<file path="config.mk">
export PLATFORM = sky130hd
export DESIGN_NAME = regfile_wr_arbiter
export DESIGN_NICKNAME = d
export VERILOG_FILES = /design/src/rtl/regfile_wr_arbiter.sv
export SDC_FILE = /design/constraint.sdc
export NUM_CORES = 1
export LEC_CHECK = 0
export CAP_MARGIN = 20
export CORE_MARGIN = 4
export CORE_UTILIZATION = 36
export DETAILED_ROUTE_END_ITERATION = 6
export MAX_ROUTING_LAYER = met4
export PLACE_DENSITY = 0.85
export SETUP_SLACK_MARGIN = 0.3
export SLEW_MARGIN = 20
export SYNTH_ARGS = -nofsm -noshare
export SYNTH_HDL_FRONTEND = slang
export SYNTH_SLANG_ARGS = --single-unit
</file>
<file path="constraint.sdc">
create_clock -name clk -period 1.7 [get_ports clk]
set_input_delay 0.17 -clock clk [delete_from_list [all_inputs] [get_ports clk]]
set_output_delay 0.17 -clock clk [all_outputs]
set_load 0.01 [all_outputs]
</file>
<file path="src/rtl/regfile_wr_arbiter.sv">
// Round-robin arbiter that merges the ALU (A) and load-unit (B) writebacks into the single register-file write port.
// Optional read-port forwarding of the in-flight write is built when REGFILE_ARB_FWD_EN is defined.
module regfile_wr_arbiter #(
  parameter int DATA_WIDTH = 32,
  parameter int ADDR_WIDTH = 5
) (
  input  logic                  clk,
  input  logic                  rst_n,
  input  logic                  hold,
  input  logic                  a_valid,
  output logic                  a_ready,
  input  logic [ADDR_WIDTH-1:0] a_reg,
  input  logic [DATA_WIDTH-1:0] a_data,
  input  logic                  b_valid,
  output logic                  b_ready,
  input  logic [ADDR_WIDTH-1:0] b_reg,
  input  logic [DATA_WIDTH-1:0] b_data,
  output logic                  wr_en,
  output logic [ADDR_WIDTH-1:0] wr_reg,
`ifdef REGFILE_ARB_FWD_EN
  input  logic [ADDR_WIDTH-1:0] rd_reg_1,
  input  logic [ADDR_WIDTH-1:0] rd_reg_2,
  output logic                  fwd_hit_1,
  output logic                  fwd_hit_2,
  output logic [DATA_WIDTH-1:0] fwd_data,
`endif
  output logic [DATA_WIDTH-1:0] wr_data,
  output logic                  dbg_pri_state
);

  typedef enum logic {
    PRI_A = 1'b0,
    PRI_B = 1'b1
  } pri_e;

  pri_e                  pri_q, pri_d;
  logic                  grant_a, grant_b;
  logic                  a_xfer, b_xfer;
  logic                  wr_en_q, wr_en_d;
  logic [ADDR_WIDTH-1:0] wr_reg_q, wr_reg_d;
  logic [DATA_WIDTH-1:0] wr_data_q, wr_data_d;

  // Handshake: a source transfers on the rising edge where x_valid and x_ready are
  // both high; x_ready never depends on the other source's ready, and an ungranted
  // source keeps valid/reg/data stable until it sees ready.
  assign grant_a = a_valid & (~b_valid | (pri_q == PRI_A));
  assign grant_b = b_valid & ~grant_a;
  assign a_xfer  = a_valid & a_ready;
  assign b_xfer  = b_valid & b_ready;

  // Priority state register
  always_ff @(posedge clk or negedge rst_n) begin
    if (!rst_n) begin
      pri_q <= PRI_A;
    end else begin
      pri_q <= pri_d;
    end
  end

  // Next-state: the winner hands priority to the other source
  always_comb begin
    pri_d = pri_q;
    if (a_xfer) begin
      pri_d = PRI_B;
    end else if (b_xfer) begin
      pri_d = PRI_A;
    end
  end

  // Outputs of the FSM: readys gated by freeze and by reset itself
  always_comb begin
    a_ready       = grant_a & ~hold & rst_n;
    b_ready       = grant_b & ~hold & rst_n;
    dbg_pri_state = pri_q;
  end

  // Writes to x0 are accepted but never reach the file; reg/data only move on a real write.
  always_comb begin
    wr_en_d   = 1'b0;
    wr_reg_d  = wr_reg_q;
    wr_data_d = wr_data_q;
    if (a_xfer && (a_reg != '0)) begin
      wr_en_d   = 1'b1;
      wr_reg_d  = a_reg;
      wr_data_d = a_data;
    end else if (b_xfer && (b_reg != '0)) begin
      wr_en_d   = 1'b1;
      wr_reg_d  = b_reg;
      wr_data_d = b_data;
    end
  end

  always_ff @(posedge clk or negedge rst_n) begin
    if (!rst_n) begin
      wr_en_q   <= 1'b0;
      wr_reg_q  <= '0;
      wr_data_q <= '0;
    end else begin
      wr_en_q   <= wr_en_d;
      wr_reg_q  <= wr_reg_d;
      wr_data_q <= wr_data_d;
    end
  end

  assign wr_en   = wr_en_q;
  assign wr_reg  = wr_reg_q;
  assign wr_data = wr_data_q;

`ifdef REGFILE_ARB_FWD_EN
  // Bypass for readers that would otherwise see the pre-commit value this cycle
  assign fwd_hit_1 = wr_en_q & (wr_reg_q == rd_reg_1) & (rd_reg_1 != '0);
  assign fwd_hit_2 = wr_en_q & (wr_reg_q == rd_reg_2) & (rd_reg_2 != '0);
  assign fwd_data  = wr_data_q;
`endif

endmodule

</file>
Yosys cells after proc, flatten, opt, wreduce, memory -nomap -nowiden
Index checks and enable logic that the tools add are counted.
- input bits: 79
- output and inout port bits: 41
- register bits after elaboration: 39
- logic and storage cells: 31
- bitwise gates (word level): 13
- mux-type cells: 8
- reduce and logical (&&, ||, !) cells: 6
- operator list (kind ; count):
    $mux W32 ; 2
    $mux W5 ; 2
    $reduce_bool A5 Y1 ; 2
    $and A1 B1 Y1 ; 8
    $mux W1 ; 4
    $not A1 Y1 ; 4
    $reduce_bool A2 Y1 ; 2
    $logic_and A1 B1 Y1 ; 2
    $or A1 B1 Y1 ; 1

Longest topological paths before layout
Gate-level depths: netlist of the first run.
- depth in word-level cells: 11
- mapped depth: 6
- gate-level depth less buffers: 4

Worst setup path after synthesis of the first run
Ideal clock, no wire load.
- path type: input port to flip-flop
- start point: in b_reg[1]
- end point: reg wr_data_q[15] (netlist: wr_data[15])
- setup time: 142 ps
- setup slack: 263 ps
- data arrival time: 1295 ps
- path buffers: 1
- data required time: 1558 ps
- stages: 5
- cell sequence: or4_4 -> o211a_1 -> clkbuf_1 -> nand2_1 -> a31oi_1
- word-level cells in the longest chain between the ends: 3
- ends and longest elaborated chain (item ; RTL line ; text):
    from (decl) ; 16 ; input logic [ADDR_WIDTH-1:0] b_reg,
    $reduce_bool A5 Y1 ; 86 ; end else if (b_xfer && (b_reg != '0)) begin
    $logic_and A1 B1 Y1 ; 86 ;
    $reduce_bool A2 Y1 (no source line) ; -- ;
    to (signal assigned) ; 101 ; wr_data_q <= wr_data_d;
    to (decl) ; 41 ; logic [DATA_WIDTH-1:0] wr_data_q, wr_data_d;
Every way passes these cells.
A chain may end at the register's enable or synchronous reset.

Final worst setup path of the first run
- start point: reg pri_q (netlist: dbg_pri_state)
- end point: reg wr_reg_q[4] (netlist: wr_reg[4])
- word-level cells in the longest chain between the ends: 10
- elaborated cells on any way between the ends: 15
- those cells by class: 1 x mux; 11 x bitwise; 3 x reduce/logical
- ends and longest elaborated chain (item ; RTL line ; text):
    from (decl) ; 36 ; pri_e pri_q, pri_d;
    from (signal assigned) ; 56 ; pri_q <= pri_d;
    $not A1 Y1 * ; 46 ; assign grant_a = a_valid & (~b_valid | (pri_q == PRI_A));
    $or A1 B1 Y1 * ; 46 ;
    $and A1 B1 Y1 * ; 46 ;
    $not A1 Y1 ; 47 ; assign grant_b = b_valid & ~grant_a;
    $and A1 B1 Y1 ; 47 ;
    $and A1 B1 Y1 (2 in series) ; 73 ; b_ready = grant_b & ~hold & rst_n;
    $and A1 B1 Y1 ; 49 ; assign b_xfer = b_valid & b_ready;
    $logic_and A1 B1 Y1 ; 86 ;
    $reduce_bool A2 Y1 (no source line) ; -- ;
    to (signal assigned) ; 100 ; wr_reg_q <= wr_reg_d;
    to (decl) ; 40 ; logic [ADDR_WIDTH-1:0] wr_reg_q, wr_reg_d;
Every way passes the cells marked *; elsewhere a longest branch is shown, timed or not.

==> reports/metrics.yaml, run 1 <==
finalHoldWorstSlack_ns: 0.00605
grt_pass1_vias: 2176
gr-total-overflow: 0
timing.critical_path.mode_cell: "sky130_fd_sc_hd__buf_6"
post_synth_and_or_nand_nor_area_fraction_pct: 23.4
slew_headroom_pct: 66.9
synth.area.mux_share_pct: 0.556
crit_path_max_fanout: 4
vias_per_cell: 5.10
post_synth_inst_count: 208
setup_ws_ns: 0.179
via_count: 2169
nNetsFinal: 436
dp.cells: 395
critPathLaunchType: "register"
path_clk_slew_ns: 0.08
postSynthNetCount: 287
static-leakage-power_uw: 0.00184
cts_num_sinks: 39
yosysWarningCount: 0
ctsHtreeMaxLevel: 2
synth.top_cell.area_share_pct: 54.2
avgSynthCellArea_um2: 8.66
drt.antenna.violating_nets: 0
layout_commonest_cell: "sky130_fd_sc_hd__clkdlybuf4s50_1"
layout_common_cells: "83 x sky130_fd_sc_hd__clkdlybuf4s50_1, 62 x sky130_fd_sc_hd__nand2_1, 39 x sky130_fd_sc_hd__dfrtp_1, 28 x sky130_fd_sc_hd__nor2_1, 27 x sky130_fd_sc_hd__a31oi_1"
grt_setup_unrepaired: "true"
critical_path.cell_chain: "buf_6 > a221o_2 > buf_6 > o22a_1 > o21a_1"
cts_tree: "yes"
max_freq_mhz: 657
dp.final_hpwl_um: 4490
netlist_cell_types: 23
synth-compound-area-share_pct: 17.1
cpLargestDelayFamily: "compound AO/OA/AOI/OAI gates"
chipWidth_um: 78.7
wp_buf_inv: 2
globalplace.congestion: 0.764
insertion_delay_ns: 0.29
timing.final.setup_violations: 0
synth.yosys.seq_area_share_pct: 54.2
critical_path_class: "reg -> reg"
holdCritPathClass: "in -> async"
vdd_drop_max_v: 0.000552
core_region_area_um2: 4790
netlist_area_um2: 1800
synth_area_leaders: "sky130_fd_sc_hd__dfrtp_1 54%, sky130_fd_sc_hd__nand2_1 14%, sky130_fd_sc_hd__a31oi_1 11%"
i_o_pin_count: 120
yosys.area.top_type: "sky130_fd_sc_hd__dfrtp_1"
initial_antenna_violation_count: 0
tightestPinTransition_ns: 0.496
worst_ep_required_time_ns: 1.89
final.fill_count: 341
die_height_um: 78.7
final.min_clock_period_ns: 1.52
route.detailed.wl_per_inst_um: 17.1
largest_reg_flops: 32
areaGrowthSynthToFinish_pct: 107
global_route_wire_length_before_repair_um: 10400
clockBufferDepth: 2
setup_tns_ns: 0
groute.usage.overall_pct: 22.0
max_cap_violations: 0
main_combinational_cell_family_by_area_after_synthesis: "simple AND/OR/NAND/NOR gates"
timing.final.max_slew_violations: 0
clockRootBuffer: "sky130_fd_sc_hd__clkbuf_8"
antenna_cells_inserted: 0
power_per_cell_area_nw_per_um2: 829
min_period_over_period_pct: 89.5
worstSetupEndpointType: "register"
final_cell_count_no_fill: 425
critical-path-slowest-cell: "sky130_fd_sc_hd__a221o_2"
final_layout_size_suffix_gt1_share_pct: 20.4
grt_start_max_net_pins: 40
start_util_pct: 37.6
placement.io_buffers: 119
dpl_worst_slack_ns: -0.323
timing.clock.skew_ns: 0.00631
final-hold-violation-count: 0
yosys_register_bits: 39
drc: 0
area_share_of_xor_xnor_cells_in_the_synthesized_design_pct: 0
dieArea_um2: 6200
clock_buffer_count_from_cts: 5
detail_route.first_pass.iterations: 4
synth_adder_area_share_pct: 0
worst_path_largest_cell_delay_ns: 0.44
rows: 25
timing.critical_path.arrival_ns: 1.71
totalWireLength_um: 7250
run_status: "complete, no violations"
dr_iter_0_viols: 74
[routing by layer]
metal | GRT usage (%) | part of all wire (%) | up-vias
li1 | - | - | 1012
met1 | 25.0 | 38 | 1047
met2 | 38.7 | 52 | 101
met3 | 6.01 | 8.5 | 9
met4 | 5.42 | 0.77 | 0
met5 | - | 0 | -
[what timing repair did]
action,4_1_cts,5_1_grt
gates resized for setup,45,49
buffers inserted,9,4
endpoints found under the setup margin,42,62
pin swaps,9,15
hold buffers,0,0
gates cloned,5,4
[kinds of logic (layout without fill, tap and decap cells)]
kind of cell    Yosys count  after routing
buf+inv                  16            165
mux                       1              1
flops                    39             39
simple gates            106            106
compound gates           46             47
[worst reg2reg max path: stages (launching register included)]
cell and delay, ns:
sky130_fd_sc_hd__dfrtp_1 0.40, sky130_fd_sc_hd__buf_6 0.14, sky130_fd_sc_hd__a221o_2 0.44, sky130_fd_sc_hd__buf_6 0.15, sky130_fd_sc_hd__o22a_1 0.19, sky130_fd_sc_hd__o21a_1 0.10
[stage by stage]
step / power [uW] / utilization [%] / instance area [um^2]
3_5_place_dp: 2370 / 65.5 / 3140
3_3_place_gp: 2330 / 65.5 / 3140
4_1_cts: 3040 / 72.0 / 3440
2_1_floorplan: 1630 / - / 1810
6_report: 3100 / 78.0 / 3730
5_1_grt: 3270 / 78.0 / 3730
[synthesized netlist by cell type]
cell and instances:
sky130_fd_sc_hd__inv_1 1, sky130_fd_sc_hd__o22a_1 2, sky130_fd_sc_hd__nand2_1 65, sky130_fd_sc_hd__mux2i_1 1
sky130_fd_sc_hd__nor4_1 1, sky130_fd_sc_hd__a21oi_1 4, sky130_fd_sc_hd__nand3b_1 1, sky130_fd_sc_hd__clkbuf_1 8
sky130_fd_sc_hd__buf_2 2, sky130_fd_sc_hd__and3b_1 1, sky130_fd_sc_hd__o211ai_2 1, sky130_fd_sc_hd__o211a_1 1
sky130_fd_sc_hd__nor2_1 35, sky130_fd_sc_hd__a22oi_1 3, sky130_fd_sc_hd__a31oi_1 32, sky130_fd_sc_hd__buf_1 2
sky130_fd_sc_hd__nand2b_1 1, sky130_fd_sc_hd__or4_4 1, sky130_fd_sc_hd__dfrtp_1 39, sky130_fd_sc_hd__a221o_1 1
sky130_fd_sc_hd__o21a_1 2, sky130_fd_sc_hd__and2_1 1, sky130_fd_sc_hd__buf_6 3
[final timing paths]
path,from,to,slack (ns),depth (start not counted)
max in group asynchronous,rst_n,wr_data[10],1.35,2
min reg2reg,wr_reg[4],wr_reg[4],0.53,1
min,rst_n,wr_data[22],0.006,2
max reg2reg,dbg_pri_state,wr_reg[4],0.18,5
max,dbg_pri_state,wr_reg[4],0.18,5
min in group clk,b_reg[3],wr_reg[3],0.19,3
[report_power, final]
group          total (uW)  switching, uW  internal (uW)
combinational        1220            489            727
sequential           1260            123           1140
clock                 621            340            281
[final cells by class]
| class | instances | area [um^2] | area share [%] |
|---|---|---|---|
| clock inverters | 3 | 15.0 | 0.402 |
| repair buffers | 156 | 1720 | 46.0 |
| multi-input cells | 154 | 870 | 23.3 |
| well taps | 67 | 83.8 | 2.25 |
| clock buffers | 5 | 68.8 | 1.84 |
| inverters | 1 | 3.75 | 0.101 |
| flip-flops and latches | 39 | 976 | 26.1 |
Note: power is estimated with default switching activity, not from simulation.
==> run 2, diff against run 1 <==
clock period = 1.5 ns   (was 1.7 ns; I/O delays follow)
==> reports/metrics.yaml, run 2 (synthesis gave the netlist of run 1 again) <==
i_o_pin_count: 120
switching_share_pct: 29.6
worstSetupEndpointType: "register"
vias_per_cell: 4.95
drc: 0
layout_commonest_cell: "sky130_fd_sc_hd__clkdlybuf4s50_1"
timing.critical_path.arrival_ns: 1.60
cpLargestDelayFamily: "compound AO/OA/AOI/OAI gates"
crit_path_max_fanout: 5
critPathLaunchType: "input port"
timing.clock.skew_ns: 0.00352
r2r_setup_slack_ns: 0.10
initial_antenna_violation_count: 0
power.clock.fraction_pct: 25.5
grt_pass1_vias: 2068
worst_path_depth: 6
critical_path.endpoint: "wr_reg[4]"
clock_buffer_count_from_cts: 5
critical-path-slowest-cell: "sky130_fd_sc_hd__clkdlybuf4s50_1"
via_count: 2079
min_period_over_period_pct: 94.5
critical_path_class: "in -> reg"
layout_common_cells: "67 x sky130_fd_sc_hd__clkdlybuf4s50_1, 55 x sky130_fd_sc_hd__nand2_1, 40 x sky130_fd_sc_hd__dlygate4sd2_1, 39 x sky130_fd_sc_hd__dfrtp_1, 27 x sky130_fd_sc_hd__nor2_1"
insertion_delay_ns: 0.29
holdCritPathClass: "in -> reg"
critical_path.cell_chain: "clkdlybuf4s50_1 > nor4_2 > a221o_2 > buf_6 > o22a_1 > o21a_1"
cell_internal_pwr_uw: 2540
path_clk_slew_ns: 0.08
chipWidth_um: 78.7
dp.final_hpwl_um: 4380
final.fill_count: 357
core_region_area_um2: 4790
nNetsFinal: 431
antenna_cells_inserted: 0
ctsHtreeMaxLevel: 2
clockBufferDepth: 2
vdd_drop_max_v: 0.000622
grt_start_max_net_pins: 41
power_per_cell_area_nw_per_um2: 992
tightestPinTransition_ns: 0.353
globalplace.congestion: 0.784
gr-total-overflow: 0
wp_buf_inv: 2
detail_route.first_pass.iterations: 4
cts_num_sinks: 39
regToRegEndpoint: "wr_reg[4]"
startpoint: "a_reg[4]"
timing.final.setup_violations: 0
static-leakage-power_uw: 0.00164
worst_ep_required_time_ns: 1.68
dr_iter_0_viols: 139
r2r-start: "dbg_pri_state"
largest_reg_flops: 32
cts_tree: "yes"
totalWireLength_um: 6530
drt.antenna.violating_nets: 0
finalPower_uw: 3610
run_status: "complete, no violations"
final.min_clock_period_ns: 1.42
final_layout_size_suffix_gt1_share_pct: 24.1
die_height_um: 78.7
part_of_the_total_power_dissipated_in_sequential_elements_pct: 39.4
route.detailed.wl_per_inst_um: 15.5
slew_headroom_pct: 76.5
final-hold-violation-count: 0
grt_setup_unrepaired: "true"
comb_power_share_pct: 35.2
final_core_utilization_pct: 75.9
clockRootBuffer: "sky130_fd_sc_hd__clkbuf_8"
rows: 25
dieArea_um2: 6200
start_util_pct: 37.6
global_route_wire_length_before_repair_um: 9900
areaGrowthSynthToFinish_pct: 102
max_cap_violations: 0
timing.final.max_slew_violations: 0
worst_path_largest_cell_delay_ns: 0.50
groute.usage.overall_pct: 20.8
timing.reg2reg.worst_path_depth: 4
max_freq_mhz: 705
power.switching_uw: 1070
placement.io_buffers: 119
-- run 2: per-layer routing --
| metal | up-vias | GRT usage, % | share of wire (%) |
|---|---|---|---|
| met5 | - | - | 0 |
| li1 | 997 | - | - |
| met3 | 6 | 5.90 | 7.3 |
| met1 | 986 | 24.7 | 42 |
| met4 | 0 | 5.07 | 0.97 |
| met2 | 90 | 35.2 | 50 |
-- run 2: stage by stage --
stage / hold WS (ns) / instance area, um^2 / setup slack [ns] / cells / setup TNS (ns)
finish: 0.199 / 3630 / 0.0819 / 420 / 0
global route: 0.201 / 3630 / 0.0680 / 420 / 0
CTS: 0.192 / 3450 / 0.0954 / 417 / 0
detailed placement: 0.148 / 3150 / -0.479 / 396 / -15.90
global placement: 0.156 / 3150 / -0.403 / 396 / -13.92
floorplan: -0.146 / 1830 / 0.119 / 208 / 0
-- run 2: repair_timing --
| action | in CTS | in global routing |
|---|---|---|
| hold buffers | 1 | 0 |
| setup endpoints to repair | 79 | 41 |
| setup buffers | 9 | 2 |
| resized for setup | 99 | 29 |
| endpoints found under the hold margin | 39 | 0 |
| cloned | 3 | 1 |
| pin swaps | 14 | 10 |
-- run 2: power groups by stage --
| stage | clock network [uW] | logic, uW | registers (uW) |
|---|---|---|---|
| after floorplan | 0 | 305 | 1540 |
| after global placement | 0 | 1210 | 1430 |
| after detailed placement | 0 | 1250 | 1440 |
| after CTS | 933 | 1180 | 1420 |
| after global routing | 983 | 1360 | 1450 |
| final | 918 | 1270 | 1420 |
-- run 2: worst min-delay path by stage --
stage              from             to  slack (ns)  cells past startpoint
2_1_floorplan     rst_n  dbg_pri_state       -0.15                      0
3_3_place_gp      rst_n          wr_en        0.16                      2
3_5_place_dp      rst_n      wr_reg[4]        0.15                      2
4_1_cts        b_reg[3]      wr_reg[3]        0.19                      3
5_1_grt        b_reg[4]      wr_reg[4]        0.20                      3
6_report       b_reg[4]      wr_reg[4]        0.20                      3
-- run 2: cell type report --
| cell class | instances | area (um^2) | area share [%] |
|---|---|---|---|
| Inverter | 1 | 3.75 | 0.103 |
| Multi-Input combinational cell | 153 | 953 | 26.2 |
| Clock buffer | 6 | 82.6 | 2.27 |
| Sequential cell | 39 | 976 | 26.9 |
| Timing Repair Buffer | 152 | 1500 | 41.3 |
| Tap cell | 67 | 83.8 | 2.31 |
| Clock inverter | 2 | 35.0 | 0.964 |
-- run 2: worst min-delay path, stage by stage --
cell and delay [ns]:
sky130_fd_sc_hd__buf_2 0.09, sky130_fd_sc_hd__o22a_1 0.11, sky130_fd_sc_hd__o21a_1 0.10
==> run 3, diff against run 2 <==
REMOVE_ABC_BUFFERS = 1   (was not set)
==> reports/metrics.yaml, run 3 (synthesis gave the netlist of run 1 again) <==
run_status: "complete, no violations"
globalplace.congestion: 0.754
worstSetupEndpointType: "register"
holdPathEnd: "wr_reg[3]"
areaGrowthSynthToFinish_pct: 114
stdcell_area_um2: 3850
wp_buf_inv: 3
ctsHtreeMaxLevel: 2
gr-total-overflow: 0
global_route_wire_length_before_repair_um: 10800
r2r-start: "dbg_pri_state"
chipWidth_um: 78.7
i_o_pin_count: 120
placement.io_buffers: 119
static-leakage-power_uw: 0.00173
dp.cells: 399
grt_setup_unrepaired: "true"
dp.final_hpwl_um: 4450
critical_path.cell_chain: "clkdlybuf4s50_1 > nor4_2 > a221o_2 > buf_12 > buf_12 > nor2_1 > a31oi_2"
final_layout_size_suffix_gt1_share_pct: 28.0
route.detailed.wl_per_inst_um: 17.1
detail_route.first_pass.iterations: 5
insertion_delay_ns: 0.29
critical_path_class: "in -> reg"
timing.critical_path.arrival_ns: 1.63
crit_path_max_fanout: 12
finalHoldWorstSlack_ns: 0.197
tightestPinTransition_ns: 0.546
nNetsFinal: 442
dieArea_um2: 6200
clockRootBuffer: "sky130_fd_sc_hd__clkbuf_8"
final_cell_count_no_fill: 431
core_region_area_um2: 4790
grt_pass1_vias: 2153
die_height_um: 78.7
layout_commonest_cell: "sky130_fd_sc_hd__clkdlybuf4s50_1"
totalWireLength_um: 7380
timing.final.setup_violations: 0
drt.antenna.violating_nets: 0
start_util_pct: 37.6
clock_buffer_count_from_cts: 5
rows: 25
antenna_cells_inserted: 0
worst_path_largest_cell_delay_ns: 0.54
vdd_drop_max_v: 0.000711
drc: 0
layout_common_cells: "67 x sky130_fd_sc_hd__clkdlybuf4s50_1, 42 x sky130_fd_sc_hd__nand2_1, 41 x sky130_fd_sc_hd__dlygate4sd2_1, 38 x sky130_fd_sc_hd__dfrtp_1, 29 x sky130_fd_sc_hd__nor2_1"
cts_num_sinks: 39
timing.reg2reg.worst_path_depth: 7
dpl_worst_slack_ns: -0.478
worstHoldStart: "b_reg[3]"
regToRegEndpoint: "wr_reg[2]"
via_count: 2158
final-hold-violation-count: 0
placed_cell_area_um2: 3180
holdCritPathClass: "in -> reg"
worst_ep_required_time_ns: 1.66
r2r_setup_slack_ns: 0.04
clockBufferDepth: 2
dr_iter_0_viols: 96
setup_ws_ns: 0.0305
min_period_over_period_pct: 98.0
setup_tns_ns: 0
max_cap_violations: 0
path_clk_slew_ns: 0.07
max_freq_mhz: 681
cpLargestDelayFamily: "buffers and inverters"
grt_start_max_net_pins: 39
timing.clock.skew_ns: 0.00812
critPathLaunchType: "input port"
timing.critical_path.mode_cell: "sky130_fd_sc_hd__buf_12"
hold_depth: 3
slew_headroom_pct: 63.5
largest_reg_flops: 32
critical-path-slowest-cell: "sky130_fd_sc_hd__clkdlybuf4s50_1"
cts_tree: "yes"
final.min_clock_period_ns: 1.47
power_per_cell_area_nw_per_um2: 909
vias_per_cell: 5.01
initial_antenna_violation_count: 0
timing.final.max_slew_violations: 0
groute.usage.overall_pct: 23.2
-- run 3: changes by cell type in the layout (fill, tap and decap cells not counted), moves of 4 or more --
| cell | change |
|---|---|
| sky130_fd_sc_hd__nor2_2 | -5 |
| sky130_fd_sc_hd__nand2_4 | +10 |
| sky130_fd_sc_hd__a31oi_4 | -4 |
| sky130_fd_sc_hd__nand2_1 | -13 |
| sky130_fd_sc_hd__buf_12 | +4 |
-- run 3: worst register-to-register path, stage by stage, from the launching register on --
cell,delay (ns)
sky130_fd_sc_hd__dfrtp_2,0.42
sky130_fd_sc_hd__nand2b_4,0.15
sky130_fd_sc_hd__buf_6,0.12
sky130_fd_sc_hd__o211ai_4,0.12
sky130_fd_sc_hd__buf_6,0.18
sky130_fd_sc_hd__buf_8,0.14
sky130_fd_sc_hd__nand2_4,0.05
sky130_fd_sc_hd__o21a_1,0.17
-- run 3: report_power, final --
| part | internal, uW | leakage, uW | switching [uW] |
|---|---|---|---|
| clock network | 327 | 0.0000422 | 361 |
| logic | 766 | 0.00124 | 578 |
| registers | 1290 | 0.000452 | 176 |
| total | 2380 | 0.00173 | 1110 |
-- run 3: cell type report --
| class | instances | area (um^2) |
|---|---|---|
| Clock buffer | 7 | 76.3 |
| Inverter | 1 | 3.75 |
| Multi-Input combinational cell | 153 | 992 |
| Sequential cell | 39 | 977 |
| Timing Repair Buffer | 163 | 1710 |
| Clock inverter | 1 | 5.00 |
| Fill cell | 304 | 937 |
| Tap cell | 67 | 83.8 |
-- run 3: worst max-delay path by stage --
stage                   from          end  slack [ns]  cells after the start
2_1_floorplan  dbg_pri_state    wr_reg[2]       -0.82                      3
3_3_place_gp        b_reg[1]    wr_reg[2]       -0.44                      6
3_5_place_dp        b_reg[1]    wr_reg[2]       -0.48                      6
4_1_cts              b_valid    wr_reg[3]        0.01                      9
5_1_grt             a_reg[3]  wr_data[21]       -0.02                      7
6_report            a_reg[3]  wr_data[22]        0.03                      7
-- run 3: metal layers --
metal  part of all wire [%]  GRT usage [%]
met1                     39           27.0
met5                      0              -
met2                     54           41.2
met4                    2.2           7.34
met3                    4.5           3.74
-- run 3: timing repair --
action,CTS,global route
pin swaps,25,41
buffers inserted,6,6
gates resized for setup,106,51
gates cloned,9,1
endpoints found under the setup margin,79,41
hold endpoints to repair,39,0
hold buffers,2,0
-- run 3: through the flow --
stage,utilization [%],power (uW)
after floorplan,-,1830
after global placement,66.4,2650
after detailed placement,66.4,2690
after CTS,75.8,3340
after global routing,80.4,3680
final,80.4,3500
